[config.mk]
export PLATFORM = sky130hd
export DESIGN_NAME = settle_timer
export DESIGN_NICKNAME = d
export VERILOG_FILES = /design/src/rtl/settle_timer.sv
export SDC_FILE = /design/constraint.sdc
export NUM_CORES = 1
export LEC_CHECK = 0
export CAP_MARGIN = 20
export CORE_AREA = 4 4 41 43
export CTS_CLUSTER_DIAMETER = 120
export DETAILED_ROUTE_END_ITERATION = 10
export DIE_AREA = 0 0 45 47
export PLACE_DENSITY_LB_ADDON = 0.08
export SYNTH_ARGS = -nofsm -noshare
export SYNTH_HDL_FRONTEND = slang
export SYNTH_SLANG_ARGS = --single-unit
[constraint.sdc]
create_clock -name clk -period 0.8 [get_ports clk]
set_input_delay 0.16 -clock clk [delete_from_list [all_inputs] [get_ports clk]]
set_output_delay 0.16 -clock clk [all_outputs]
set_load 0.02 [all_outputs]
[src/rtl/settle_timer.sv]
// Down-counter that times the settle interval between stimulus and sample.
// Ports: clk, rst (sync, active-high), load (restart interval), expire (pulse).
module settle_timer #(
    parameter int CYCLES = 2
) (
    input  logic clk,
    input  logic rst,
    input  logic load,
    output logic expire
);

    logic [3:0] count;

    always_ff @(posedge clk) begin
        if (rst) begin
            count <= 4'd0;
        end else if (load) begin
            count <= 4'(CYCLES);
        end else if (count != 4'd0) begin
            count <= count - 4'd1;
        end
    end

    // Loading at edge E makes expire visible for the edge E+CYCLES.
    assign expire = (count == 4'd1);

endmodule

==> flow_summary.json <==
{
  "endpoint": "expire",
  "cts_sinks": 4,
  "syn_inst": 16,
  "crit_path_start_kind": "register",
  "rrSetupSlack_ns": -0.13,
  "antenna_cells": 0,
  "grt_max_degree": 6,
  "reg2reg_depth": 4,
  "multi_input_area_um2": 128.9,
  "worst_slack_ns": -0.3732,
  "power_per_cell_area_nw_per_um2": 1573,
  "finalCritPeriodShare_pct": 146.6,
  "slew_viol_final": 0,
  "largestRegisters": "count (4)",
  "ir_worst_vdd_mv": 0.6607,
  "place.gp.congestion": 0.7879,
  "worstMarginPinSlew_ns": 0.2841,
  "cap_violations": 0,
  "synth_cell_types": 10,
  "syn_nets": 19,
  "holdBufCountCts": 0,
  "min_period_ns": 1.173,
  "crit_fanout": 2,
  "cts_tree": "yes",
  "chipWidth_um": 45,
  "slew_headroom_pct": 81.03,
  "timing.rr.start": "count[1]",
  "dp.cells": 39,
  "largest_register_ffs": 4,
  "outcome": "finished with violations",
  "stdcell_count": 42,
  "io_pins": 4,
  "die_area_um2": 2115,
  "dpl.hpwl_um": 289,
  "core_region_area_um2": 1301,
  "via_per_inst": 4.190,
  "ys_ff_latch": 4,
  "drive_gt1_share_pct": 74.07,
  "critPathCaptureType": "output port",
  "seqCellArea_um2": 87.58,
  "yosysSeqAreaShare_pct": 53.33,
  "cts-root-buf": "clkbuf_4",
  "vias": 176,
  "port_buffers": 3,
  "track_usage_pct": 5.845,
  "wl_per_cell_um": 10.52,
  "dr.first_iter.drc_count": 3,
  "dr.pass1.iters": 4,
  "critical_path_arrival_ns": 1.01,
  "area_growth_pct": 125.8,
  "numCtsBuffers": 3,
  "netlist_area_um2": 150.1,
  "setup_violations": 4,
  "hold_class": "in2reg",
  "nNetsFinal": 32,
  "drt.antenna.violating_nets": 0,
  "design_area_um2": 339.1,
  "grt_pass1_vias": 172,
  "violations": "setup timing",
  "rsz0062_at_grt": "true",
  "place_area_um2": 245.2,
  "grt_first_pass_wirelength_um": 745,
  "top_usage_layer": "met4",
  "use_met1_pct": 6.364,
  "clk_latency_ns": 0.24,
  "start_util_pct": 11.54,
  "grt_antenna_before_repair": 0,
  "die_h_um": 47,
  "syn_avg_cell_area_um2": 9.384,
  "crit_type": "reg2out",
  "setup-tns-final_ns": -0.5432,
  "met2_usage_pct": 6.215,
  "nFillCells": 150,
  "hold_violations": 0,
  "fin_skew_ns": 0.002805,
  "leakage_nw": 0.1354,
  "largest-register": "count",
  "clk_path_buf_depth": 2,
  "row_count": 13,
  "fmax_mhz": 852.4,
  "htreeDepth": 1,
  "crit_required_ns": 0.64,
  "grt-ovfl-total": 0,
  "grtUsageMet3_pct": 2.299,
  "route.detailed.drc": 0,
  "clkTransAtPathRegs_ns": 0.04,
  "synth_warnings": 0,
  "totalWireLength_um": 442,
  "critPathLaunch": "count[2]",
  "timing.rr.end": "count[2]"
}
-- worst min-delay path by stage --
stage | slack [ns] | end | cells past startpoint | from
finish | 0.26 | count[2] | 2 | rst
global route | 0.27 | count[2] | 2 | rst
CTS | 0.56 | count[0] | 2 | count[0]
detailed placement | 0.54 | count[0] | 2 | count[0]
global placement | 0.54 | count[0] | 2 | count[0]
floorplan | 0.23 | count[2] | 1 | rst
-- layout by cell type, fill, tap and decap left out --
| cell type | Yosys | layout |
|---|---|---|
| nor3_4 | 0 | 2 |
| nand3b_1 | 1 | 1 |
| dlymetal6s2s_1 | 0 | 2 |
| dfxtp_2 | 0 | 3 |
| nor4b_2 | 0 | 1 |
| nor4_4 | 0 | 1 |
| nor2_4 | 0 | 1 |
| clkbuf_4 | 0 | 3 |
| a21oi_1 | 2 | 2 |
| a211oi_2 | 0 | 1 |
| o21ai_1 | 0 | 2 |
| buf_6 | 0 | 3 |
| buf_4 | 0 | 3 |
| dfxtp_4 | 0 | 1 |
| and2_4 | 0 | 1 |
-- critical path, cell delays in order, from the launching register on --
cell	delay, ns
dfxtp_2	0.33
nor3_4	0.18
and2_4	0.16
buf_6	0.10
-- kinds of logic after synthesis --
logic type | Yosys count | synth area share, %
AOI/OAI and AO/OA | 5 | 18.34
DFF | 4 | 53.34
and+or+nand+nor | 7 | 28.34
-- area by class of cell --
class | count | share of cell area, %
sequential | 4 | 25.83
timing repair buffer | 8 | 23.99
multi-input combinational | 12 | 38.01
tap | 15 | 5.535
clock buffer | 3 | 6.642
-- power breakdown --
group | total (W) | internal (W) | switching [W]
logic | 0.0000659 | 0.0000341 | 0.0000318
registers | 0.000208 | 0.000204 | 0.00000426
clock network | 0.000260 | 0.000168 | 0.0000912
-- per-layer routing --
metal  vias up  share of wire [%]
met5         -                  0
met3         4                6.6
met1        84                 41
li1         83                  -
met2         5                 45
met4         0                6.1
-- synthesized netlist by cell type (all sizes together) --
cell,count,area (µm²)
nor4b,1,8.760
nor4,1,6.260
a211oi,1,7.510
nor2,1,3.750
a21oi,2,10.01
o21ai,2,10.01
dfxtp,4,80.08
nand3b,1,7.510
nor3,2,10.01
and2,1,6.260
-- per-stage QoR --
step	total power, W	utilization [%]	hold WS (ns)	setup WS [ns]
after floorplan	0.0002254	-	0.2253	-0.04697
after global placement	0.0002555	18.85	0.5367	-0.6219
after detailed placement	0.0002553	18.85	0.5361	-0.6284
after CTS	0.0005308	22.60	0.5623	-0.4020
after global routing	0.0005722	26.06	0.2749	-0.3978
final	0.0005334	26.06	0.2566	-0.3732
-- repair_timing --
action / CTS / global route
pin swaps: 2 / 6
setup endpoints to repair: 5 / 5
setup buffers: 1 / 1
gates resized for setup: 13 / 12
Power figures use the tool's default switching activity.
